<file path="config.mk">
export PLATFORM = sky130hd
export DESIGN_NAME = approx_add_arbiter
export DESIGN_NICKNAME = d
export VERILOG_FILES = /design/src/rtl/approx_add_arbiter.sv
export SDC_FILE = /design/constraint.sdc
export NUM_CORES = 1
export LEC_CHECK = 0
export ABC_CLOCK_PERIOD_IN_PS = 5500
export BUFFER_PORTS_ARGS = -buffer_cell sky130_fd_sc_hd__buf_2
export CAP_MARGIN = 10
export CORE_ASPECT_RATIO = 1.5
export CORE_UTILIZATION = 46
export DETAILED_ROUTE_END_ITERATION = 6
export PLACE_DENSITY_LB_ADDON = 0.1
export RECOVER_POWER = 25
export REMOVE_ABC_BUFFERS = 1
export SLEW_MARGIN = 0
export SYNTH_ARGS = -nofsm -noshare
export SYNTH_HDL_FRONTEND = slang
export SYNTH_SLANG_ARGS = --single-unit
</file>
<file path="constraint.sdc">
create_clock -name clk -period 5.5 [get_ports clk]
set_clock_uncertainty 0.2 [all_clocks]
set_input_delay 0.55 -clock clk [delete_from_list [all_inputs] [get_ports clk]]
set_output_delay 0.55 -clock clk [all_outputs]
set_load 0.1 [all_outputs]
</file>
<file path="src/rtl/approx_add_arbiter.sv">
// Two-requester round-robin front end sharing one configurable-approximation
// ripple-carry adder, with valid/ready handshakes and a completed-response counter.
module approx_add_arbiter #(
    parameter int W          = 8,
    parameter int APPROX_RST = 6,
    parameter int CNT_W      = 16
) (
    input  logic             clk,
    input  logic             rst_n,
    input  logic             req0_valid,
    output logic             req0_ready,
    input  logic [W-1:0]     req0_a,
    input  logic [W-1:0]     req0_b,
    input  logic             req1_valid,
    output logic             req1_ready,
    input  logic [W-1:0]     req1_a,
    input  logic [W-1:0]     req1_b,
    output logic             rsp0_valid,
    input  logic             rsp0_ready,
    output logic             rsp1_valid,
    input  logic             rsp1_ready,
    output logic [W:0]       rsp_sum,
    input  logic             cfg_we,
    input  logic [3:0]       cfg_approx_bits,
    output logic [3:0]       approx_bits_q,
    output logic [CNT_W-1:0] txn_count
);

    typedef enum logic [1:0] {
        IDLE = 2'd0,
        EXEC = 2'd1,
        RESP = 2'd2
    } state_t;

    localparam logic [3:0]       W4      = 4'(W);
    localparam logic [CNT_W-1:0] CNT_ONE = CNT_W'(1);

    state_t         state;
    state_t         state_nxt;
    logic           owner;
    logic           last_served;
    logic           grant0;
    logic           grant1;
    logic           accept;
    logic           rsp_handshake;
    logic [W-1:0]   a_q;
    logic [W-1:0]   b_q;
    logic [W:0]     sum_comb;
    logic [3:0]     cfg_sat;

    // Round-robin: on contention the requester not served last wins.
    always_comb begin
        grant0 = 1'b0;
        grant1 = 1'b0;
        if (state == IDLE) begin
            if (req0_valid && req1_valid) begin
                grant0 = last_served;
                grant1 = ~last_served;
            end else begin
                grant0 = req0_valid;
                grant1 = req1_valid;
            end
        end
    end

    assign req0_ready    = grant0 & ~cfg_we;
    assign req1_ready    = grant1 & ~cfg_we;
    assign accept        = req0_ready | req1_ready;
    assign rsp0_valid    = (state == RESP) & ~owner;
    assign rsp1_valid    = (state == RESP) & owner;
    assign rsp_handshake = (state == RESP) & (owner ? rsp1_ready : rsp0_ready);
    assign cfg_sat       = (cfg_approx_bits > W4) ? W4 : cfg_approx_bits;

    // Low k bits use the approximate cell whose carry-out is simply X_i.
    always_comb begin
        logic [W:0] carry;
        carry    = '0;
        sum_comb = '0;
        for (int i = 0; i < W; i++) begin
            if (i < int'(approx_bits_q)) begin
                sum_comb[i] = b_q[i] & (~a_q[i] | carry[i]);
                carry[i+1]  = a_q[i];
            end else begin
                sum_comb[i] = a_q[i] ^ b_q[i] ^ carry[i];
                carry[i+1]  = (a_q[i] & b_q[i]) | (a_q[i] & carry[i]) | (b_q[i] & carry[i]);
            end
        end
        sum_comb[W] = carry[W];
    end

    always_comb begin
        state_nxt = state;
        case (state)
            IDLE:    if (accept) state_nxt = EXEC;
            EXEC:    state_nxt = RESP;
            RESP:    if (rsp_handshake) state_nxt = IDLE;
            default: state_nxt = IDLE;
        endcase
    end

    always_ff @(posedge clk or negedge rst_n) begin
        if (!rst_n) begin
            state <= IDLE;
        end else begin
            state <= state_nxt;
        end
    end

    // Last-served starts at 1 so requester 0 wins the first contention.
    always_ff @(posedge clk or negedge rst_n) begin
        if (!rst_n) begin
            a_q           <= '0;
            b_q           <= '0;
            owner         <= 1'b0;
            last_served   <= 1'b1;
            rsp_sum       <= '0;
            approx_bits_q <= 4'(APPROX_RST);
            txn_count     <= '0;
        end else begin
            if (accept) begin
                a_q         <= req1_ready ? req1_a : req0_a;
                b_q         <= req1_ready ? req1_b : req0_b;
                owner       <= req1_ready;
                last_served <= req1_ready;
            end
            if (state == EXEC) begin
                rsp_sum <= sum_comb;
            end
            if ((state == IDLE) && cfg_we) begin
                approx_bits_q <= cfg_sat;
            end
            if (rsp_handshake) begin
                txn_count <= txn_count + CNT_ONE;
            end
        end
    end

endmodule
</file>
; ---- Word-level counts from Yosys, hierarchy flattened
; Cells that the tools add are included.
[op_classes]
add_sub_neg = 1
n_lt_le_gt_ge = 9
eq_ne = 4
mux = 27
bitwise = 83
reduce_logical = 4
[op_table]
columns = op, count
row1 = $and 1x1->1, 35
row2 = $or 1x1->1, 22
row3 = $mux 1, 21
row4 = $add 16x1->16 const B, 1
row5 = $lt 3x4->1 const A, 4
row6 = $mux 8, 2
row7 = $xor 1x1->1, 15
row8 = $not 1->1, 11
row9 = $lt 1x4->1 const A, 2
row10 = $lt 2x4->1 const A, 2
row11 = $pmux 2 s3, 1
row12 = $gt 4x4->1 const B, 1
row13 = $mux 2, 2
row14 = $mux 4, 1
row15 = $ne 2x2->1 const B, 2
row16 = $eq 2x1->1 const B, 1
row17 = $eq 2x2->1 const B, 1
row18 = $logic_and 1x1->1, 2
row19 = $logic_not 2->1, 1
row20 = $reduce_and 2->1, 1
[totals]
ff_bits = 49
in_bits = 43
out_inout_bits = 33
word_cells = 136

; ---- Logic depth before layout (Yosys ltp)
[depth]
depth_word = 30
ltp_mapped = 22
mapped_depth_nobuf = 22

; ---- Worst setup path after synthesis
; No wires, ideal clock.
[synth_timing]
kind = flip-flop to flip-flop
startpoint = reg approx_bits_q[3]
endpoint = reg rsp_sum[7]
setup_ns = 0.067
t_arrival_ns = 5.671
required_ns = 5.233
slack_ns = -0.438
stages_incl_launch_ff = 21
path_buffers = 0
synth_period_minus_slack_ns = 5.938
cell_sequence = dfrtp_1 > or3_4 > nor2_1 > o21ai_0 > fa_1 > mux2_2 > fa_1 > nand2_1 > o21ai_0 > fa_1 > mux2_2 > fa_1 > nand2_1 > o21ai_0 > fa_1 > mux2_2 > fa_1 > a21oi_1 > fa_1 > o211ai_1 > o21a_1
[synth_between]
elab_chain_cells = 29
elab_cells_between_ends = 43
cone_classes = 8 x order compare / 8 x mux / 27 x bitwise
[synth_lines]
columns = element, line_no
row1 = from (decl), 25  ; output logic [3:0] approx_bits_q,
row2 = from (signal assigned), 117  ; approx_bits_q <= 4'(APPROX_RST);
row3 = from (signal assigned), 130  ; approx_bits_q <= cfg_sat;
row4 = $lt 1x4->1, 80  ; if (i < int'(approx_bits_q)) begin
row5 = $mux 1, 80
row6 = $and 1x1->1, 85  ; carry[i+1] = (a_q[i] & b_q[i]) | (a_q[i] & carry[i]) | (b_q[i] & carry[i]);
row7 = $or 1x1->1 (2 in series), 85
row8 = $mux 1, 80
row9 = $and 1x1->1, 85
row10 = $or 1x1->1 (2 in series), 85
row11 = $mux 1, 80
row12 = [9 not listed], n/a
row13 = $or 1x1->1 (2 in series), 85
row14 = $mux 1, 80
row15 = $and 1x1->1, 85
row16 = $or 1x1->1 (2 in series), 85
row17 = $mux 1, 80
row18 = $or 1x1->1, 81  ; sum_comb[i] = b_q[i] & (~a_q[i] | carry[i]);
row19 = $and 1x1->1, 81
row20 = $mux 1 *, 80
row21 = to (signal assigned), 127  ; rsp_sum <= sum_comb;
row22 = to (decl), 22  ; output logic [W:0] rsp_sum,
; Every way passes the cells marked *; elsewhere a longest branch is shown, timed or not.
; A chain may end at the register's enable or synchronous reset.

; ---- Worst setup path in the final report
; Ends and elaborated chain as after synthesis.

==> reports/results.ini <==
[outcome]
status = complete, but fails checks
violations = max-capacitance violations, max-slew violations

[critical_path]
critical_path.max_stage_delay_ns = 0.42
endpoint_kind = register
path_max_fanout = 2
cp_slowest_cell = fa_1
cp_common_cell = fa_2
arrival_ns = 5.28
startpoint_type = register
crit_required_ns = 5.54
path_class = reg2reg
crit_chain = or3_4 > nor2_4 > o21ai_1 > fa_1 > mux2_2 > fa_1 > nand2_1 > o21ai_1 > fa_2 > mux2_2 > fa_2 > nand2_1 > o21ai_1 > fa_2 > mux2_4 > fa_2 > a21oi_2 > fa_1 > o211ai_1 > o21a_1

[finish]
num-nets-final = 388
drive_gt1_share_pct = 31.8
n_antenna_cell = 0
fin_util_pct = 58.5
area_delta_synth_final_pct = 23.1
final_cells = 406

[synthesis]
syn-cell-area_um2 = 2570
synth.avg_cell_area_um2 = 10.1
synth_cell_types = 35
yosys_warnings = 0
syn_inst = 253
synth-seq-cells = 49
yosysSeqAreaShare_pct = 47.9

[power]
total_power_mw = 2.05
power_density_nw_per_um2 = 649
vdd_drop_max_uv = 307
p_leak_nw = 1.63

[floorplanning]
coreArea_um2 = 5410
start_util_pct = 47.5
die_h_um = 93.5
io_pins = 76
dieArea_um2 = 5890
die-width_um = 63
rows = 33

[clock_tree]
cts_buffers = 5
cts-root-buf = clkbuf_8
insertion_delay_ns = 0.30
cts_tree = yes
cts.sinks = 49
clk_pin_slew_ns = 0.09
postCtsHoldBufs = 0
clk_path_buf_depth = 2
ctsHtreeMaxLevel = 2

[placed_design]
hpwl_mm = 3.86
port_buffers = 75
dp_cells = 397
dp_slack_ns = -0.0576
gp_congestion = 0.747

[timing]
finalSetupViolCount = 0
final_max_slew_viol_count = 50
final.period_utilization_pct = 95.2
worst_pin_slew_ns = 2.63
hold_violations = 0
min_period_ns = 5.24
relSlewSlack_pct = -75.0
setup_ws_ns = 0.263
max_freq_ghz = 0.191
grt_setup_unrepaired = true
fin_tns_setup_ns = 0

[detailed_routing]
drt_wl_total_mm = 5.21
first_pass_iters = 4
routedWlPerCell_um = 12.8
drtIter0Drc = 90
routed_via_density = 5.10
drc = 0
vias = 2070
postRouteAntennaNets = 0

[grt]
first_global_vias = 1937
globalRouteTotalUtil_pct = 19.2
grt_overflow = 0
grt_pass1_wl_mm = 8.90
antenna_found_initial = 0
grt_max_degree = 50

[min_path]
hold_path.class = reg2reg

[run]
max_cap_violations = 1

==> synthesized netlist by cell type <==
| cell type | instances | share of area, % |
|---|---|---|
| mux2_2 | 5 | 2.2 |
| nand4_1 | 4 | 0.97 |
| inv_1 | 14 | 2.0 |
| nand3_1 | 13 | 2.5 |
| a211oi_1 | 1 | 0.29 |
| dfstp_2 | 3 | 3.1 |
| o21ai_0 | 14 | 2.7 |
| mux2i_2 | 1 | 0.54 |
| nor3b_1 | 2 | 0.58 |
| nor3_1 | 3 | 0.58 |
| mux2i_1 | 19 | 7.4 |
| dfrtp_1 | 46 | 45 |
| o211ai_1 | 2 | 0.58 |
| a211o_1 | 1 | 0.34 |
| a21oi_1 | 21 | 4.1 |
| fa_1 | 7 | 5.5 |
| and3_1 | 1 | 0.24 |
| xor2_1 | 3 | 1.0 |
| nor2_1 | 28 | 4.1 |
| and2b_1 | 1 | 0.29 |
| o221ai_1 | 1 | 0.34 |
| a21boi_0 | 2 | 0.58 |
| clkbuf_1 | 6 | 0.88 |
| o21a_1 | 2 | 0.58 |
| nand2b_1 | 6 | 1.5 |
| ha_1 | 3 | 1.5 |
| buf_4 | 2 | 0.58 |
| nor4_1 | 2 | 0.49 |
| nand2_1 | 22 | 3.2 |
| nand4b_1 | 1 | 0.34 |
| xnor2_1 | 12 | 4.1 |
| buf_2 | 1 | 0.19 |
| or3_4 | 1 | 0.44 |
| nor4b_4 | 1 | 0.93 |
| a31oi_1 | 2 | 0.49 |
==> layout by cell type (no fill, tap or decap), types with 11 or more instances in the layout <==
cell,Yosys,final
inv_1,14,14
o21ai_0,14,11
xnor2_1,12,12
dfrtp_1,46,46
nor2_1,28,27
buf_2,1,74
nand3_1,13,13
mux2i_1,19,19
a21oi_1,21,20
nand2_1,22,22
==> worst paths after layout <==
kind / end / slack (ns) / start / depth (start not counted)
worst max register to register: rsp_sum[7]$_DFFE_PN0N_ / 0.26 / approx_bits_q[3]$_DFFE_PN0P_ / 20
worst min register to register: last_served$_DFFE_PN1P_ / 0.27 / last_served$_DFFE_PN1P_ / 2
worst max-delay path: rsp_sum[7]$_DFFE_PN0N_ / 0.26 / approx_bits_q[3]$_DFFE_PN0P_ / 20
min in group asynchronous: txn_count[6]$_DFFE_PN0P_ / 0.87 / rst_n / 1
max in group asynchronous: state[1]$_DFFE_PN0P_ / 2.75 / rst_n / 1
worst min-delay path: last_served$_DFFE_PN1P_ / 0.27 / last_served$_DFFE_PN1P_ / 2
==> layout make-up <==
type	count	area, µm²
clock buffers	6	72.6
clock inverters	2	10.0
fillers	503	2250
inverters	14	52.6
multi-input cells	181	1270
flip-flops and latches	49	1230
well taps	70	87.6
repair buffers	84	442
==> kinds of logic (layout without fill, tap and decap cells) <==
logic type,count (synthesis),count (layout),synth area share (%)
simple gates,85,85,16.2
flops,49,49,47.9
compound gates,46,46,10.0
mux,25,25,10.1
buf+inv,23,106,3.70
xor+xnor,15,15,5.12
fa+ha+maj,10,10,6.92
==> state kept, by name, summed over array words and instances (netlist names) <==
register and cells:
owner 1, rsp_sum 9, approx_bits_q 4, state 2, a_q 8, last_served 1
b_q 8, txn_count 16
==> critical path, delay by kind of cell (launching register included) <==
family | cells | cell delay, ns
muxes | 3 | 0.84
AOI/OAI and AO/OA | 6 | 0.67
DFF | 1 | 0.39
and+or+nand+nor | 4 | 0.62
adders and majority gates | 7 | 2.46
==> routing by layer <==
metal	up-vias	wire length, µm	share of wire, %	track usage, %
met4	0	55	1.1	5.23
met1	986	2180	42	22.6
li1	1027	-	-	-
met5	-	0	0	0
met2	51	2770	53	35.2
met3	6	198	3.8	3.54
==> repair_timing <==
action | in CTS | in global routing
pin swaps | 2 | 2
buffers inserted | 1 | 0
setup endpoints to repair | 1 | 2
hold endpoints to repair | 0 | 0
resized for setup | 5 | 6
==> through the flow <==
stage	hold slack, ns	cell area, µm²
2_1_floorplan	0.0544	2520
3_3_place_gp	0.251	3050
5_1_grt	0.290	3160
4_1_cts	0.268	3150
3_5_place_dp	0.253	3050
6_report	0.268	3160
==> report_power, final <==
| part | total, mW | internal [mW] | switching, mW |
|---|---|---|---|
| logic | 1.22 | 0.364 | 0.859 |
| clock network | 0.202 | 0.0883 | 0.114 |
| registers | 0.628 | 0.502 | 0.126 |
| total | 2.05 | 0.955 | 1.10 |
(Power assumes the default switching activity.)
